==> config.mk <==
export PLATFORM = sky130hd
export DESIGN_NAME = imem_uart_loader
export DESIGN_NICKNAME = d
export VERILOG_FILES = /design/src/rtl/imem_uart_loader_pkg.sv /design/src/rtl/imem_uart_loader_uart_rx.sv /design/src/rtl/imem_uart_loader.sv
export SDC_FILE = /design/constraint.sdc
export NUM_CORES = 1
export LEC_CHECK = 0
export ABC_AREA = 0
export CORE_ASPECT_RATIO = 2
export CORE_UTILIZATION = 54
export DETAILED_ROUTE_END_ITERATION = 7
export PLACE_DENSITY = 0.86
export SYNTH_ARGS = -nofsm -noshare
export SYNTH_HDL_FRONTEND = slang
export SYNTH_SLANG_ARGS = --single-unit
==> constraint.sdc <==
create_clock -name clk -period 8.05 [get_ports clk]
set_input_delay 0.805 -clock clk [delete_from_list [all_inputs] [get_ports clk]]
set_output_delay 0.805 -clock clk [all_outputs]
set_load 0.05 [all_outputs]
==> src/rtl/imem_uart_loader_pkg.sv <==
// Shared types for the UART instruction-memory boot loader.
// Loader and receiver state encodings plus the frame sync byte.
package imem_uart_loader_pkg;

  typedef enum logic [2:0] {
    IDLE,
    GET_LEN,
    GET_DATA,
    WRITE,
    GET_CHK,
    DONE,
    ERROR
  } loader_state_t;

  typedef enum logic [1:0] {
    RX_IDLE,
    RX_START,
    RX_DATA,
    RX_STOP
  } rx_state_t;

  localparam logic [7:0] SYNC_BYTE = 8'hA5;

endpackage

==> src/rtl/imem_uart_loader_uart_rx.sv <==
// 8N1 UART receiver with input synchroniser, false-start rejection
// and a one-cycle framing-error pulse.
module uart_rx
  import imem_uart_loader_pkg::*;
#(
  parameter int CLKS_PER_BIT = 868
) (
  input  logic       clk,
  input  logic       reset,
  input  logic       rx_serial,
  output logic [7:0] rx_byte,
  output logic       rx_valid,
  output logic       rx_frame_err
);

  localparam int CW = $clog2(CLKS_PER_BIT + 1);

  rx_state_t     st;
  logic [2:0]    sync;
  logic [CW-1:0] cnt;
  logic [2:0]    bit_idx;
  logic [7:0]    shreg;
  logic          rx;
  logic          bit_end;

  // sync[1] is the synchronised line, sync[2] its previous value
  assign rx      = sync[1];
  assign bit_end = cnt == CW'(CLKS_PER_BIT - 1);

  always_ff @(posedge clk or posedge reset) begin
    if (reset) begin
      st           <= RX_IDLE;
      sync         <= 3'b111;
      cnt          <= '0;
      bit_idx      <= '0;
      shreg        <= '0;
      rx_byte      <= '0;
      rx_valid     <= 1'b0;
      rx_frame_err <= 1'b0;
    end else begin
      sync         <= {sync[1:0], rx_serial};
      rx_valid     <= 1'b0;
      rx_frame_err <= 1'b0;
      unique case (st)
        RX_IDLE: begin
          cnt <= '0;
          if (sync[2] && !rx) st <= RX_START;
        end
        RX_START: begin
          if (cnt == CW'(CLKS_PER_BIT / 2 - 1)) begin
            cnt     <= '0;
            bit_idx <= '0;
            st      <= rx ? RX_IDLE : RX_DATA;
          end else begin
            cnt <= cnt + 1'b1;
          end
        end
        RX_DATA: begin
          if (bit_end) begin
            cnt     <= '0;
            shreg   <= {rx, shreg[7:1]};
            bit_idx <= bit_idx + 1'b1;
            if (bit_idx == 3'd7) st <= RX_STOP;
          end else begin
            cnt <= cnt + 1'b1;
          end
        end
        RX_STOP: begin
          if (bit_end) begin
            cnt <= '0;
            st  <= RX_IDLE;
            if (rx) begin
              rx_valid <= 1'b1;
              rx_byte  <= shreg;
            end else begin
              rx_frame_err <= 1'b1;
            end
          end else begin
            cnt <= cnt + 1'b1;
          end
        end
        default: st <= RX_IDLE;
      endcase
    end
  end

endmodule

==> src/rtl/imem_uart_loader.sv <==
// Boot loader: receives a checksummed program image over UART,
// writes it into instruction memory and then releases the core.
module imem_uart_loader
  import imem_uart_loader_pkg::*;
#(
  parameter int CLK_FREQ_HZ = 100_000_000,
  parameter int BAUD        = 115200,
  parameter int ADDR_W      = 7,
  parameter int MAX_WORDS   = 32
) (
  input  logic              clk,
  input  logic              reset,
  input  logic              rx_serial,
  output logic              imem_we,
  output logic [ADDR_W-1:0] imem_addr,
  output logic [31:0]       imem_wdata,
  output logic              cpu_reset,
  output logic              load_done,
  output logic              load_error
);

  localparam int CLKS_PER_BIT = CLK_FREQ_HZ / BAUD;
  localparam int TIMEOUT_CLKS = 20 * CLKS_PER_BIT;
  localparam int WIDX_W       = $clog2(MAX_WORDS) + 1;
  localparam int TMR_W        = $clog2(TIMEOUT_CLKS + 1);

  logic [7:0] rx_byte;
  logic       rx_valid;
  logic       rx_frame_err;

  uart_rx #(
    .CLKS_PER_BIT(CLKS_PER_BIT)
  ) u_rx (
    .clk         (clk),
    .reset       (reset),
    .rx_serial   (rx_serial),
    .rx_byte     (rx_byte),
    .rx_valid    (rx_valid),
    .rx_frame_err(rx_frame_err)
  );

  loader_state_t     state;
  logic [WIDX_W-1:0] word_idx;
  logic [WIDX_W-1:0] n_words;
  logic [1:0]        byte_idx;
  logic [7:0]        chk;
  logic [23:0]       wbuf;
  logic [TMR_W-1:0]  timer;
  logic              loading;
  logic              abort;

  assign loading = state inside {GET_LEN, GET_DATA, GET_CHK};
  assign abort   = loading && !rx_valid &&
                   (rx_frame_err || timer == TMR_W'(TIMEOUT_CLKS - 1));

  // Write strobe and cpu_reset are registered on the transition so they
  // land exactly one cycle after the triggering rx_valid.
  always_ff @(posedge clk or posedge reset) begin
    if (reset) begin
      state      <= IDLE;
      word_idx   <= '0;
      n_words    <= '0;
      byte_idx   <= '0;
      chk        <= '0;
      wbuf       <= '0;
      timer      <= '0;
      imem_we    <= 1'b0;
      imem_addr  <= '0;
      imem_wdata <= '0;
      cpu_reset  <= 1'b1;
      load_done  <= 1'b0;
      load_error <= 1'b0;
    end else begin
      imem_we <= 1'b0;
      if (rx_valid || !loading) timer <= '0;
      else timer <= timer + 1'b1;
      if (abort) begin
        state      <= ERROR;
        load_error <= 1'b1;
      end else begin
        unique case (state)
          IDLE: begin
            if (rx_valid && rx_byte == SYNC_BYTE) state <= GET_LEN;
          end
          GET_LEN: begin
            if (rx_valid) begin
              chk      <= '0;
              word_idx <= '0;
              byte_idx <= '0;
              if (rx_byte == 8'd0) begin
                state <= GET_CHK;
              end else if ({24'd0, rx_byte} > 32'(MAX_WORDS)) begin
                state      <= ERROR;
                load_error <= 1'b1;
              end else begin
                n_words <= WIDX_W'(rx_byte);
                state   <= GET_DATA;
              end
            end
          end
          GET_DATA: begin
            if (rx_valid) begin
              chk      <= chk ^ rx_byte;
              byte_idx <= byte_idx + 1'b1;
              if (byte_idx == 2'd3) begin
                state      <= WRITE;
                imem_we    <= 1'b1;
                imem_addr  <= ADDR_W'({word_idx, 2'b00});
                imem_wdata <= {rx_byte, wbuf};
              end else begin
                wbuf[{byte_idx, 3'b000} +: 8] <= rx_byte;
              end
            end
          end
          WRITE: begin
            word_idx <= word_idx + 1'b1;
            state    <= (word_idx == n_words - 1'b1) ? GET_CHK : GET_DATA;
          end
          GET_CHK: begin
            if (rx_valid) begin
              if (rx_byte == chk) begin
                state     <= DONE;
                cpu_reset <= 1'b0;
                load_done <= 1'b1;
              end else begin
                state      <= ERROR;
                load_error <= 1'b1;
              end
            end
          end
          DONE: begin
            if (rx_valid && rx_byte == SYNC_BYTE) begin
              state     <= GET_LEN;
              cpu_reset <= 1'b1;
              load_done <= 1'b0;
            end
          end
          ERROR: begin
            if (rx_valid && rx_byte == SYNC_BYTE) begin
              state      <= GET_LEN;
              load_error <= 1'b0;
            end
          end
          default: state <= IDLE;
        endcase
      end
    end
  end

endmodule

==> impl_metrics.json <==
{
  "finalSetupTns_ns": 0,
  "area_delta_synth_final_pct": 15.23,
  "p_per_area_nw_per_um2": 206.7,
  "post_cts_buffers": 0,
  "grt_pass1_vias": 5324,
  "synth-async-reset-ratio_pct": 100.0,
  "setup_viol": 0,
  "clkSlewWorstSetupHoldPaths_ns": 0.06,
  "drt_first_pass_iters": 5,
  "fin_crit_ns": 2.864,
  "cp_max_fo": 28,
  "synth_seq_cells": 141,
  "dp_hpwl_um": 9824,
  "report.final.slew_viol_count": 0,
  "grt_usage_pct": 24.59,
  "status": "finished clean",
  "numCtsBuffers": 17,
  "finalHoldViolCount": 0,
  "clockBufferDepth": 2,
  "critical_path_class": "flip-flop to flip-flop",
  "yosys.area.top_type": "dfrtp_1",
  "crit_path_start_kind": "flip-flop",
  "cap_violations": 0,
  "synth_area_sq_um": 6736,
  "tritoncts": "built",
  "post-route-util_pct": 64.02,
  "ys.warnings.count": 0,
  "yosysMostFrequentCell": "nand2_1",
  "cts_root_buffer": "clkbuf_16",
  "place.gp.congestion": 0.8674,
  "die_area_sq_um": 12950,
  "postRouteWirelength_um": 14330,
  "antenna_cells": 0,
  "worstHoldPathCells": 0,
  "peakVddDrop_v": 0.0001987,
  "hp-start": "u_rx.sync[0]$_DFF_PP1_",
  "fin_crit_sh_pct": 35.57,
  "r2r_slack_ns": 5.19,
  "postCtsHoldBufs": 0,
  "seq_area_frac_synth_pct": 52.45,
  "required_ns": 8.33,
  "ff2ff_path_depth": 5,
  "insertion_delay_ns": 0.42,
  "cts.repair.resized": 0,
  "reg2reg_from": "state[1]$_DFFE_PP0P_",
  "grt_max_degree": 85,
  "drc": 0,
  "synthCells": 693,
  "antenna_found_initial": 0,
  "p_leak_uw": 0.003583,
  "viasPerCell": 5.836,
  "r2r_end": "wbuf[23]$_DFFE_PP0P_",
  "gr-total-overflow": 0,
  "yosysTopAreaCellShare_pct": 50.89,
  "drt_iter0_markers": 320,
  "critPathArrivalTime_ns": 3.14,
  "num_rows": 57,
  "synth_cell_type_count": 66,
  "initial_utilization_pct": 55.56,
  "synth_area_leaders": "dfrtp_1 (51%), nand2_1 (9.2%), mux2_2 (5.7%)",
  "wl_per_cell_um": 16.30,
  "core_sq_um": 12120,
  "finClkSkew_ns": 0.007658,
  "fmax_mhz": 349.2,
  "maxSlewHeadroom_pct": 31.05,
  "num_vias": 5130,
  "synth_ff_type": "dfrtp_1",
  "drive_above_1_share_pct": 11.20,
  "port_buffers": 43,
  "endpoint_kind": "flip-flop",
  "hold_class": "flip-flop to flip-flop",
  "pin_count": 46,
  "htree_levels": 4,
  "ant_nets": 0,
  "fp.dieW_um": 80.98,
  "rsz0062_at_grt": "false",
  "worstHoldEndpoint": "u_rx.sync[1]$_DFF_PP1_",
  "grt_pass1_wl_um": 24470,
  "avgSynthCellArea_sq_um": 9.721,
  "synth_edf_count": 0,
  "die_h_um": 160.0,
  "synth_common_cells": "nand2_1 (166), dfrtp_1 (137), o21ai_0 (59), nor2_1 (45), mux2_2 (34)",
  "clock_sinks": 141,
  "nets": 738,
  "worst_pin_slew_ns": 1.034
}
final cells by class:
type / instances / area, sq um
Timing Repair Buffer: 45 / 445.4
Clock inverter: 10 / 116.4
Sequential cell: 141 / 3533
Clock buffer: 22 / 464.2
Multi-Input combinational cell: 492 / 2934
Fill cell: 942 / 4362
Tap cell: 147 / 183.9
Inverter: 22 / 85.08
registers in the layout, summed over array words and instances (netlist names), 5 cells and up, named ones only:
register	count
wbuf	24
timer	15
n_words	6
imem_addr	5
word_idx	6
u_rx.shreg	8
chk	8
u_rx.cnt	10
u_rx.rx_byte	8
imem_wdata	32
critical path: stages (launching register included):
cell and delay, ns:
dfrtp_1 0.93, clkinv_1 0.54, nor4_1 0.57, nand2_1 0.39, nand2_1 0.17, o21ai_0 0.11
stage by stage:
| stage | setup WS, ns | hold slack [ns] | total power, uW | instances | instance area [sq um] |
|---|---|---|---|---|---|
| finish | 5.186 | 0.3586 | 1604 | 879 | 7762 |
| floorplan | 3.470 | 0.3452 | 832.7 | 694 | 6740 |
| global route | 4.973 | 0.3627 | 1661 | 879 | 7762 |
| detailed placement | 5.152 | 0.3507 | 853.7 | 847 | 7182 |
| global placement | 5.241 | 0.3476 | 845.1 | 847 | 7182 |
| CTS | 5.238 | 0.3590 | 1613 | 879 | 7762 |
power breakdown:
group	internal, uW	leakage [uW]	switching [uW]
Sequential	720	0.00195	11.7
Combinational	39.0	0.00135	72.9
Clock	472	0.000280	289
cell families (layout without fill, tap and decap cells):
kind of cell	Yosys count	after routing	synth area share, %
mux	36	36	5.981
fa+ha+maj	16	16	2.972
compound gates	115	115	10.66
other cells	1	2	0.05567
buf+inv	61	99	4.049
xor+xnor	37	37	4.811
simple gates	286	286	19.02
flops	141	141	52.45
how the worst max path moves through the flow:
stage / slack (ns) / to / startpoint / cells past startpoint
global placement: 5.24 / imem_wdata[24]$_DFFE_PP0P_ / reset / 3
detailed placement: 5.15 / imem_wdata[20]$_DFFE_PP0P_ / reset / 3
CTS: 5.24 / wbuf[23]$_DFFE_PP0P_ / state[1]$_DFFE_PP0P_ / 5
global route: 4.97 / wbuf[19]$_DFFE_PP0P_ / state[1]$_DFFE_PP0P_ / 5
finish: 5.19 / wbuf[23]$_DFFE_PP0P_ / state[1]$_DFFE_PP0P_ / 5
floorplan: 3.47 / async pin / reset / 1
cells in the final DEF (no fill, tap or decap), drive strengths merged, types with 2 or more instances in the layout:
cell / count
mux2: 34
nand4: 13
xnor2: 24
a21oi: 20
nor2b: 6
nand2b: 3
dfrtp: 137
nand2: 166
buf: 2
a41o: 2
a31oi: 6
and2: 2
o32a: 2
or3: 8
a211oi: 2
nor4: 4
and3: 7
nor3b: 3
bufinv: 2
dfstp: 4
clkdlybuf4s50: 43
clkbuf: 22
a21o: 2
nand3: 11
conb: 2
inv: 21
nor2: 45
mux2i: 2
o211ai: 2
ha: 16
xor2: 13
a22o: 3
nor3: 8
a2111oi: 2
clkinv: 7
clkinvlp: 2
and4: 3
o21ai: 59
routing by layer:
metal,track usage (%),vias to the layer above,share of wire (%)
li1,-,2397,-
met1,26.33,2496,37
met2,42.25,168,55
met3,5.200,69,3.9
met4,15.75,0,4.9
met5,0,-,0
Power figures use the tool's default switching activity.
